$ cat src/rtl/uart_rx_core.sv
// 16x-oversampled UART receiver: start, DATA_WIDTH data bits LSB-first, optional even parity, stop.
// Define UART_RX_MAJORITY_EN for a 3-sample majority vote per bit; the default is a single mid-bit sample.
module uart_rx_core #(
    parameter int unsigned DATA_WIDTH = 8,
    parameter int unsigned PARITY_EN  = 0
) (
    input  logic                  i_clk,
    input  logic                  i_rstn,
    input  logic                  i_baud_x16,
    input  logic                  i_RX,
    output logic [DATA_WIDTH-1:0] o_dout,
    output logic                  o_valid,
    output logic [1:0]            o_error
);

    localparam int unsigned        BitCntW = (DATA_WIDTH > 1) ? $clog2(DATA_WIDTH) : 1;
    localparam logic [BitCntW-1:0] LastBit = BitCntW'(DATA_WIDTH - 1);
`ifdef UART_RX_MAJORITY_EN
    localparam logic [3:0] StartTick = 4'd8;
`else
    localparam logic [3:0] StartTick = 4'd7;
`endif

    typedef enum logic [2:0] {
        StIdle,
        StStart,
        StData,
        StParity,
        StStop,
        StWaitHigh
    } state_e;

    state_e                  state_q;
    logic [3:0]              tick_cnt_q;
    logic [BitCntW-1:0]      bit_cnt_q;
    logic [DATA_WIDTH-1:0]   shift_q;
    logic                    par_err_q;
    logic                    rx_meta_q;
    logic                    rx_sync_q;
    logic [3:0]              decide_tick;
    logic                    decide;
    logic                    bit_val;

    // Line idles high, so the synchronizer resets high to avoid a false start after reset.
    always_ff @(posedge i_clk or negedge i_rstn) begin
        if (!i_rstn) begin
            rx_meta_q <= 1'b1;
            rx_sync_q <= 1'b1;
        end else begin
            rx_meta_q <= i_RX;
            rx_sync_q <= rx_meta_q;
        end
    end

    // START decides mid-bit; later bits decide one full bit time after the previous decision.
    assign decide_tick = (state_q == StStart) ? StartTick : 4'd15;
    assign decide      = i_baud_x16 && (tick_cnt_q == decide_tick);

`ifdef UART_RX_MAJORITY_EN
    logic vote_a_q;
    logic vote_b_q;

    always_ff @(posedge i_clk or negedge i_rstn) begin
        if (!i_rstn) begin
            vote_a_q <= 1'b1;
            vote_b_q <= 1'b1;
        end else if (i_baud_x16) begin
            if (tick_cnt_q == decide_tick - 4'd2) vote_a_q <= rx_sync_q;
            if (tick_cnt_q == decide_tick - 4'd1) vote_b_q <= rx_sync_q;
        end
    end

    assign bit_val = (vote_a_q & vote_b_q) | (vote_a_q & rx_sync_q) | (vote_b_q & rx_sync_q);
`else
    assign bit_val = rx_sync_q;
`endif

    always_ff @(posedge i_clk or negedge i_rstn) begin
        if (!i_rstn) begin
            state_q    <= StIdle;
            tick_cnt_q <= '0;
            bit_cnt_q  <= '0;
            shift_q    <= '0;
            par_err_q  <= 1'b0;
            o_dout     <= '0;
            o_valid    <= 1'b0;
            o_error    <= 2'b00;
        end else begin
            o_valid <= 1'b0;
            if (i_baud_x16) begin
                unique case (state_q)
                    StIdle: begin
                        if (!rx_sync_q) begin
                            state_q    <= StStart;
                            tick_cnt_q <= '0;
                        end
                    end
                    StStart: begin
                        if (decide) begin
                            if (bit_val) begin
                                state_q <= StIdle;
                            end else begin
                                state_q    <= StData;
                                tick_cnt_q <= '0;
                                bit_cnt_q  <= '0;
                                par_err_q  <= 1'b0;
                            end
                        end else begin
                            tick_cnt_q <= tick_cnt_q + 4'd1;
                        end
                    end
                    StData: begin
                        tick_cnt_q <= tick_cnt_q + 4'd1;
                        if (decide) begin
                            shift_q[bit_cnt_q] <= bit_val;
                            if (bit_cnt_q == LastBit) begin
                                state_q <= (PARITY_EN != 0) ? StParity : StStop;
                            end else begin
                                bit_cnt_q <= bit_cnt_q + 1'b1;
                            end
                        end
                    end
                    StParity: begin
                        tick_cnt_q <= tick_cnt_q + 4'd1;
                        if (decide) begin
                            par_err_q <= (bit_val != ^shift_q);
                            state_q   <= StStop;
                        end
                    end
                    StStop: begin
                        tick_cnt_q <= tick_cnt_q + 4'd1;
                        if (decide) begin
                            o_dout  <= shift_q;
                            o_error <= {par_err_q, ~bit_val};
                            o_valid <= 1'b1;
                            state_q <= bit_val ? StIdle : StWaitHigh;
                        end
                    end
                    StWaitHigh: begin
                        if (rx_sync_q) state_q <= StIdle;
                    end
                    default: state_q <= StIdle;
                endcase
            end
        end
    end

endmodule

$ cat config.mk
export PLATFORM = sky130hd
export DESIGN_NAME = uart_rx_core
export DESIGN_NICKNAME = d
export VERILOG_FILES = /design/src/rtl/uart_rx_core.sv
export SDC_FILE = /design/constraint.sdc
export NUM_CORES = 1
export LEC_CHECK = 0
export BUFFER_PORTS_ARGS = -buffer_cell sky130_fd_sc_hd__buf_2
export CAP_MARGIN = 20
export CORE_MARGIN = 3
export CORE_UTILIZATION = 45
export DETAILED_ROUTE_END_ITERATION = 8
export PLACE_DENSITY = 0.77
export SYNTH_ARGS = -nofsm -noshare
export SYNTH_HDL_FRONTEND = slang
export SYNTH_SLANG_ARGS = --single-unit
$ cat constraint.sdc
create_clock -name i_clk -period 1.6 [get_ports i_clk]
set_input_delay 0.08 -clock i_clk [delete_from_list [all_inputs] [get_ports i_clk]]
set_output_delay 0.08 -clock i_clk [all_outputs]
set_load 0.01 [all_outputs]
==> results.json, run 1 <==
{
  "regArea_um2": 805,
  "wl_met3_um": 121,
  "cts-root-buf": "clkbuf_4",
  "highest_layer": "met4",
  "ys_warn_count": 0,
  "h-tree-depth": 2,
  "async_flop_share": 1.00,
  "hpwlAfterDp_um": 2260,
  "synth-edff-count": 0,
  "pre_cts_slack_ns": -0.135,
  "grt_overflow": 0,
  "p_per_area_nw_per_um2": 1010,
  "syn_nets": 147,
  "p_clk_frac": 0.210,
  "finalMaxSlewViolations": 0,
  "seqPwrFrac": 0.454,
  "numCtsBuffers": 5,
  "setup_viol": 3,
  "n_antenna_cell": 0,
  "vdd.ir_drop.worst_uv": 540,
  "num_rows": 21,
  "synth_common_cells": "dfrtp_1 (30), mux2_2 (16), nand2_1 (14), nor2_1 (7), xnor2_1 (7)",
  "status": "finished with violations",
  "antenna_found_initial": 0,
  "p_switching_uw": 691,
  "fin_util": 0.618,
  "area_growth_pct": 28.4,
  "hold_violations": 0,
  "slowest_stage": "dfrtp_1",
  "nFillCells": 272,
  "wl_met2_um": 1720,
  "timing.final.ws_setup_ns": -0.0147,
  "finalWirelength_um": 3290,
  "drt-initial-drc-count": 55,
  "r2r_slack_ns": -0.01,
  "fp.coreArea_um2": 3420,
  "synth_area_leaders": "dfrtp_1 (46%), mux2_2 (11%), xnor2_1 (3.7%)",
  "grt_use_total": 0.177,
  "max_stage_delay_ns": 0.41,
  "r2r-end": "tick_cnt_q[0]",
  "ys_seq_area_frac": 0.488,
  "met1_length_um": 1410,
  "drtPass1Iterations": 4,
  "ant_nets": 0,
  "p_int_uw": 1450,
  "rsz0062_at_grt": "yes",
  "finalPower_uw": 2140,
  "clk_latency_ns": 0.33,
  "ys_seq_elements": 32,
  "io_buffers": 14,
  "fmax_mhz": 619,
  "fin_crit_sh": 1.01,
  "whs_path_depth": 4,
  "worstMarginPinSlew_ns": 0.706,
  "routed_via_density": 5.37,
  "synth_top_area_share": 0.456,
  "nets": 190,
  "clkTransAtPathRegs_ns": 0.11,
  "drive_above_1_share": 0.522,
  "critPathKind": "flop to flop",
  "cp-end-kind": "flop",
  "vias": 1236,
  "grt_max_degree": 33,
  "ctsLongestPathBuffers": 2,
  "ys_types": 39,
  "relSlewSlack": 0.529,
  "multi_input_area_um2": 888,
  "die-height_um": 66.5,
  "start_kind": "flop",
  "fin_worst_skew_ns": 0.0112,
  "numClockSinks": 32,
  "cts_tree": "done",
  "min_from": "i_baud_x16",
  "synth.cell_area_um2": 1650,
  "swShare": 0.322,
  "wire_per_inst_um": 14.3,
  "worstPathMaxFanout": 3,
  "synthCells": 140,
  "die_area_um2": 4420,
  "synth_top_area_cell": "dfrtp_1",
  "initial_core_util": 0.482,
  "comb_power_share": 0.336,
  "reg2reg_depth": 5,
  "gp_congestion": 0.783,
  "hold_slack_ns": 0.179,
  "power_leakage_uw": 0.00100,
  "min-delay-path-class": "input pin to flop",
  "yosysMostFrequentCell": "dfrtp_1",
  "drc": 0,
  "final.min_clock_period_ns": 1.61,
  "violations": "negative setup slack",
  "synthFlopType": "dfrtp_1",
  "first_global_vias": 1315,
  "ios": 15,
  "cap_violations": 0,
  "grt_pass1_wl_um": 5890,
  "crit_required_ns": 1.81,
  "hold_end": "state_q[0]",
  "die-width_um": 66.5,
  "syn_avg_cell_area_um2": 11.8,
  "arrival_ns": 1.83,
  "crit_chain": "ha_4, nand4b_1, a311oi_2, nor2_1, mux2_2",
  "reg2reg_from": "tick_cnt_q[1]"
}
[through the flow]
step / setup TNS, ns / std cells / instance area (um2)
floorplan: -0.156 / 140 / 1670
global placement: -0.422 / 214 / 1920
detailed placement: -1.84 / 214 / 1920
CTS: -0.128 / 228 / 2070
global route: -1.43 / 230 / 2110
finish: -0.0303 / 230 / 2110
[cell type report]
| cell class | instances | area share |
|---|---|---|
| timing repair buffer | 42 | 0.141 |
| tap | 46 | 0.0273 |
| multi-input combinational | 100 | 0.421 |
| clock buffer | 5 | 0.0178 |
| inverter | 2 | 0.00355 |
| clock inverter | 3 | 0.00889 |
| sequential | 32 | 0.381 |
[worst max-delay path, delay by kind of cell, from the launching register on]
| kind | cells | cell delay, ns |
|---|---|---|
| AND/OR/NAND/NOR | 2 | 0.30 |
| multiplexers | 1 | 0.27 |
| flip-flops | 1 | 0.41 |
| adder cells (fa/ha/maj) | 1 | 0.18 |
| AO/OA/AOI/OAI | 1 | 0.35 |
[cells in the final DEF (no fill, tap or decap), types with 4 or more instances in the layout]
master    count
nor3b_2       4
o21ai_1       4
buf_2        14
buf_4        25
nor2_1        6
xnor2_1       7
mux2_2       14
mux2_4        6
dfrtp_1      29
nand2_1      11
clkbuf_4      5
nand3_1       4
[power groups by stage]
stage	registers [uW]	logic [uW]	clock network, uW
2_1_floorplan	972	318	0
3_3_place_gp	964	566	0
3_5_place_dp	971	593	0
4_1_cts	967	681	466
5_1_grt	984	797	510
6_report	972	720	450
[state kept, by name (all words and copies together) (netlist names)]
name and cells:
bit_val 1, state_q 3, shift_q 8, par_err_q 1
o_valid 1, tick_cnt_q 4, o_dout 8, bit_cnt_q 3
o_error 2, rx_meta_q 1
[layer usage]
layer,track usage,vias to the layer above
met5,0,-
li1,-,590
met1,0.211,619
met3,0.0607,4
met4,0.0711,0
met2,0.291,23
[cells by family after synthesis]
| logic type | after synthesis | share of synthesized area |
|---|---|---|
| muxes | 21 | 0.152 |
| DFF | 32 | 0.488 |
| buffers and inverters | 8 | 0.0297 |
| and+or+nand+nor | 48 | 0.179 |
| AOI/OAI and AO/OA | 20 | 0.0852 |
| xor gates and xnor gates | 8 | 0.0426 |
| adders and majority gates | 3 | 0.0228 |
[how the worst max path moves through the flow]
stage                     depth (start not counted)             to           from  slack [ns]
after floorplan                                   7   bit_cnt_q[0]   bit_cnt_q[1]       -0.07
after detailed placement                          7   bit_cnt_q[0]   bit_cnt_q[1]       -0.14
after global placement                            7   bit_cnt_q[0]   bit_cnt_q[1]       -0.04
after global routing                              5  tick_cnt_q[0]  tick_cnt_q[0]       -0.11
after CTS                                         5     shift_q[6]  tick_cnt_q[0]       -0.08
final                                             5  tick_cnt_q[0]  tick_cnt_q[1]       -0.01
[timing repair]
| item | in CTS | in global routing |
|---|---|---|
| resized for setup | 10 | 12 |
| hold buffers | 2 | 0 |
| pin swaps | 8 | 8 |
| endpoints found under the setup margin | 25 | 27 |
| hold endpoints to repair | 31 | 0 |
| setup buffers | 4 | 2 |
No activity file was read; power rests on OpenSTA's default activity.
==> run 2, diff against run 1 <==
- ABC_AREA: unset -> 1
- PLACE_DENSITY: 0.77 -> 0.76
==> run 2 against run 1 <==
Net effect: the flow now finishes without violations; critical path type unchanged; power grew 23%; flip-flop and latch count is the same; sequential power grew 7%.
==> results.json, run 2 <==
{
  "grt_use_total": 0.154,
  "drt-initial-drc-count": 94,
  "vdd.ir_drop.worst_uv": 899,
  "ctsLongestPathBuffers": 2,
  "ys_warn_count": 0,
  "synthFlopType": "dfrtp_1",
  "vias": 1516,
  "area_growth_pct": 18.1,
  "die-width_um": 69.0,
  "h-tree-depth": 2,
  "cap_violations": 0,
  "grt_overflow": 0,
  "finalNonFillerCells": 311,
  "p_clk_frac": 0.288,
  "comb_power_share": 0.319,
  "power_leakage_uw": 0.00110,
  "grt_max_degree": 33,
  "cts_tree": "done",
  "hpwlAfterDp_um": 2440,
  "final.min_clock_period_ns": 1.51,
  "final_cell_mix": "nand2_1 (94), dfrtp_1 (29), nand3_1 (23), inv_1 (18), nor2_1 (15)",
  "drc": 0,
  "num_rows": 22,
  "clk_latency_ns": 0.29,
  "synth_area_leaders": "dfrtp_1 (42%), nand2_1 (20%), nand3_1 (6.7%)",
  "min-delay-path-class": "input pin to flop",
  "finalPower_uw": 2640,
  "numClockSinks": 32,
  "hold_slack_ns": 0.220,
  "cp-end-kind": "flop",
  "gp_congestion": 0.903,
  "yosysMostFrequentCell": "nand2_1",
  "drtPass1Iterations": 4,
  "synth_top_area_share": 0.420,
  "finalWirelength_um": 3370,
  "synthCells": 234,
  "nets": 269,
  "ios": 15,
  "clkTransAtPathRegs_ns": 0.07,
  "status": "finished, final reports clean",
  "yosys.area_share.xor_xnor": 0.00980,
  "placed_cells": 298,
  "worstPathMaxFanout": 4,
  "cts-root-buf": "clkbuf_8",
  "grt_pass1_wl_um": 5960,
  "ant_nets": 0,
  "die_area_um2": 4770,
  "relSlewSlack": 0.539,
  "synthMuxAreaShare": 0,
  "worstMarginPinSlew_ns": 0.692,
  "syn_nets": 241,
  "n_antenna_cell": 0,
  "synth_top_family_by_area": "simple AND/OR/NAND/NOR gates",
  "seqPwrFrac": 0.393,
  "reg2reg_from": "tick_cnt_q[0]",
  "critPathKind": "flop to flop",
  "die-height_um": 69.0,
  "routed_via_density": 4.87,
  "initial_core_util": 0.478,
  "async_flop_share": 1.00,
  "synth-compound-area-share": 0.0777,
  "wire_per_inst_um": 10.8,
  "rsz0062_at_grt": "yes",
  "synthSimpleGateAreaFrac": 0.379,
  "tns_ns": 0,
  "postLayoutCellArea_um2": 2110,
  "top_regs": "o_dout: 8 flops, shift_q: 8 flops, tick_cnt_q: 4 flops",
  "fin_worst_skew_ns": 0.00709,
  "syn_avg_cell_area_um2": 7.64,
  "setup_viol": 0,
  "synth.cell_area_um2": 1790,
  "numCtsBuffers": 5,
  "synth_top_area_cell": "dfrtp_1",
  "p_switching_uw": 960,
  "first_global_vias": 1376,
  "fp.coreArea_um2": 3740,
  "mostFrequentLayoutCell": "nand2_1",
  "ys_seq_elements": 32,
  "ys_types": 25,
  "fmax_mhz": 664,
  "arrival_ns": 1.74,
  "min_from": "i_baud_x16",
  "synth-edff-count": 0,
  "place_area_um2": 1930,
  "swShare": 0.363,
  "p_int_uw": 1680,
  "ys_seq_area_frac": 0.449,
  "finalMaxSlewViolations": 0,
  "antenna_found_initial": 0,
  "synth_fa_ha_area_frac": 0.0210,
  "fin_crit_sh": 0.941,
  "start_kind": "flop",
  "worstSetupStartpoint": "tick_cnt_q[0]",
  "io_buffers": 14,
  "hold_violations": 0,
  "crit_required_ns": 1.83,
  "synth_common_cells": "nand2_1 (95), dfrtp_1 (30), nand3_1 (24), inv_1 (20), nor2_1 (15)",
  "p_per_area_nw_per_um2": 1250,
  "drive_above_1_share": 0.236
}
run 2: changes by cell type after synthesis, moves of 6 or more:
cell / delta
nand2_1: +81
nand3_1: +19
nor2_1: +8
o21ai_2: +8
mux2_2: -16
xnor2_1: -6
inv_1: +18
run 2: metal layers:
layer / GRT usage / routed length [um] / up-vias
li1: - / - / 795
met1: 0.208 / 1640 / 690
met2: 0.221 / 1520 / 24
met3: 0.0554 / 143 / 7
met4: 0.0629 / 65 / 0
met5: 0 / 0 / -
run 2: what timing repair did:
| item | 4_1_cts | 5_1_grt |
|---|---|---|
| setup buffers | 0 | 3 |
| endpoints found under the setup margin | 2 | 19 |
| hold buffers | 2 | 0 |
| gates resized for setup | 1 | 6 |
| endpoints found under the hold margin | 31 | 0 |
| pin swaps | 0 | 4 |
run 2: power by group through the flow:
stage | Combinational [uW] | Clock, uW | Sequential, uW
final | 844 | 761 | 1040
after global routing | 961 | 817 | 1050
after CTS | 796 | 780 | 1030
after detailed placement | 784 | 0 | 1040
after global placement | 772 | 0 | 1050
after floorplan | 618 | 0 | 1030
run 2: logic make-up after synthesis:
kind of cell,after synthesis
simple gates,151
xor+xnor,2
compound gates,20
fa+ha+maj,3
buf+inv,26
flops,32
run 2: path summary, 6_finish.rpt:
kind	end	slack, ns	cells past startpoint
max in group asynchronous	state_q[0]	0.73	2
setup / recovery	bit_cnt_q[0]	0.09	8
min in group asynchronous	o_dout[5]	0.37	2
setup reg to reg	bit_cnt_q[0]	0.09	8
hold / removal	tick_cnt_q[2]	0.22	4
hold reg to reg	bit_val	0.36	0
run 2: layout make-up:
class / count / area, um2
fillers: 370 / 1630
multi-input cells: 176 / 890
flip-flops and latches: 32 / 805
repair buffers: 24 / 163
inverters: 23 / 86.3
clock buffers: 6 / 72.6
well taps: 48 / 60.1
clock inverters: 2 / 35.0
run 2: stage by stage:
step	util	setup WS, ns
after floorplan	-	0.187
after global placement	0.515	0.0757
after detailed placement	0.515	0.00695
after CTS	0.551	0.0440
after global routing	0.564	-0.0230
final	0.564	0.0942
run 2: critical path, stage by stage (launching register included):
cell	delay, ns
dfrtp_1	0.38
ha_2	0.21
nand3_2	0.10
o21ai_2	0.22
nand2_2	0.13
nor2_4	0.14
buf_4	0.13
nand3_1	0.06
nand2_1	0.07
==> run 3, diff against run 2 <==
- CORE_UTILIZATION: 45 -> 53
- GPL_ROUTABILITY_DRIVEN: unset -> 0
- PLACE_DENSITY: 0.76 -> 0.86
==> run 3 against run 2 <==
Net effect: via count up 2.4%; critical path depth fell by 1; flip-flop and latch count unchanged; die area fell by 14%; register-to-register slack is essentially flat; power decreased by 9.5%.
==> results.json, run 3 (synthesis results as in run 2) <==
{
  "finalMaxSlewViolations": 0,
  "fp.coreArea_um2": 3130,
  "grt_pass1_wl_um": 5940,
  "ios": 15,
  "ant_nets": 0,
  "relSlewSlack": 0.532,
  "drt-initial-drc-count": 111,
  "p_int_uw": 1420,
  "swShare": 0.408,
  "vias": 1553,
  "io_buffers": 14,
  "p_clk_frac": 0.178,
  "mostFrequentLayoutCell": "nand2_1",
  "min-delay-path-class": "input pin to flop",
  "grt_overflow": 0,
  "final_cell_mix": "nand2_1 (93), dfrtp_1 (28), nand3_1 (23), inv_1 (17), nor2_1 (15)",
  "final.min_clock_period_ns": 1.49,
  "die-height_um": 64.1,
  "power_leakage_uw": 0.00107,
  "crit_required_ns": 1.82,
  "start_kind": "flop",
  "numClockSinks": 32,
  "grt_use_total": 0.184,
  "antenna_found_initial": 0,
  "clk_latency_ns": 0.33,
  "fin_crit_sh": 0.933,
  "hold_violations": 0,
  "rsz0062_at_grt": "yes",
  "arrival_ns": 1.71,
  "worstPathMaxFanout": 6,
  "drive_above_1_share": 0.244,
  "n_antenna_cell": 0,
  "comb_power_share": 0.383,
  "die_area_um2": 4110,
  "worstMarginPinSlew_ns": 0.703,
  "fin_worst_skew_ns": 0.00803,
  "area_growth_pct": 15.7,
  "num_rows": 20,
  "vdd.ir_drop.worst_uv": 587,
  "critPathKind": "flop to flop",
  "p_switching_uw": 976,
  "status": "finished, final reports clean",
  "h-tree-depth": 2,
  "finalNonFillerCells": 306,
  "die-width_um": 64.1,
  "top_regs": "o_dout: 8 flops, shift_q: 8 flops, tick_cnt_q: 4 flops",
  "first_global_vias": 1412,
  "fmax_mhz": 670,
  "numCtsBuffers": 5,
  "placed_cells": 294,
  "drc": 0,
  "seqPwrFrac": 0.439,
  "cts_tree": "done",
  "clkTransAtPathRegs_ns": 0.09,
  "finalWirelength_um": 3440,
  "p_per_area_nw_per_um2": 1160,
  "cts-root-buf": "clkbuf_4",
  "drtPass1Iterations": 4,
  "nets": 269,
  "wire_per_inst_um": 11.2,
  "grt_max_degree": 33,
  "ctsLongestPathBuffers": 2,
  "tns_ns": 0,
  "cap_violations": 0,
  "routed_via_density": 5.08,
  "setup_viol": 0,
  "hpwlAfterDp_um": 2390,
  "initial_core_util": 0.572,
  "cp-end-kind": "flop"
}
run 3: path summary, 6_finish.rpt:
check	from	endpoint	slack (ns)	depth (start not counted)
setup / recovery	bit_val	state_q[1]	0.11	7
hold / removal	i_baud_x16	tick_cnt_q[2]	0.19	4
setup reg to reg	bit_val	state_q[1]	0.11	7
hold reg to reg	rx_meta_q	bit_val	0.36	0
max in group asynchronous	i_rstn	state_q[2]	0.74	2
min in group asynchronous	i_rstn	o_dout[5]	0.35	2
run 3: timing repair:
item	4_1_cts	5_1_grt
endpoints found under the hold margin	31	0
hold buffers	2	0
buffers inserted	0	2
pin swaps	0	4
resized for setup	1	15
cloned	0	1
endpoints found under the setup margin	2	27
run 3: power groups by stage:
stage | combinational, uW | clock [uW] | sequential [uW]
after floorplan | 618 | 0 | 1030
after global placement | 765 | 0 | 1050
after detailed placement | 781 | 0 | 1050
after CTS | 794 | 439 | 1030
after global routing | 1030 | 486 | 1070
final | 916 | 425 | 1050
run 3: through the flow:
stage                     setup slack [ns]  instance area [um2]  hold slack [ns]  utilization  total power (uW)
after floorplan                      0.187                 1790           -0.216            -              1650
after global routing               -0.0321                 2070            0.195        0.662              2580
after global placement              0.0834                 1920            0.161        0.615              1810
after detailed placement          -0.00524                 1920            0.167        0.615              1830
after CTS                           0.0364                 2000            0.145        0.639              2260
final                                0.107                 2070            0.187        0.662              2390
run 3: worst max-delay path: stages (launching register included):
cell and delay, ns:
dfstp_2 0.61, inv_1 0.09, nand3_1 0.08, nand2_1 0.05, a21oi_1 0.28, nand3_2 0.14
nand2_1 0.09, nand2_1 0.05
run 3: cell type report:
| cell class | instances | area, um2 |
|---|---|---|
| Fill cell | 249 | 1060 |
| Multi-Input combinational cell | 177 | 931 |
| Sequential cell | 32 | 806 |
| Timing Repair Buffer | 23 | 143 |
| Inverter | 23 | 88.8 |
| Tap cell | 44 | 55.1 |
| Clock buffer | 6 | 41.3 |
| Clock inverter | 1 | 5.00 |
run 3: layer usage:
layer / part of all wire / GRT usage / vias up
met5: 0 / 0 / -
met4: 0.015 / 0.0889 / 0
met3: 0.035 / 0.0369 / 5
met2: 0.48 / 0.308 / 31
met1: 0.47 / 0.225 / 716
li1: - / - / 801
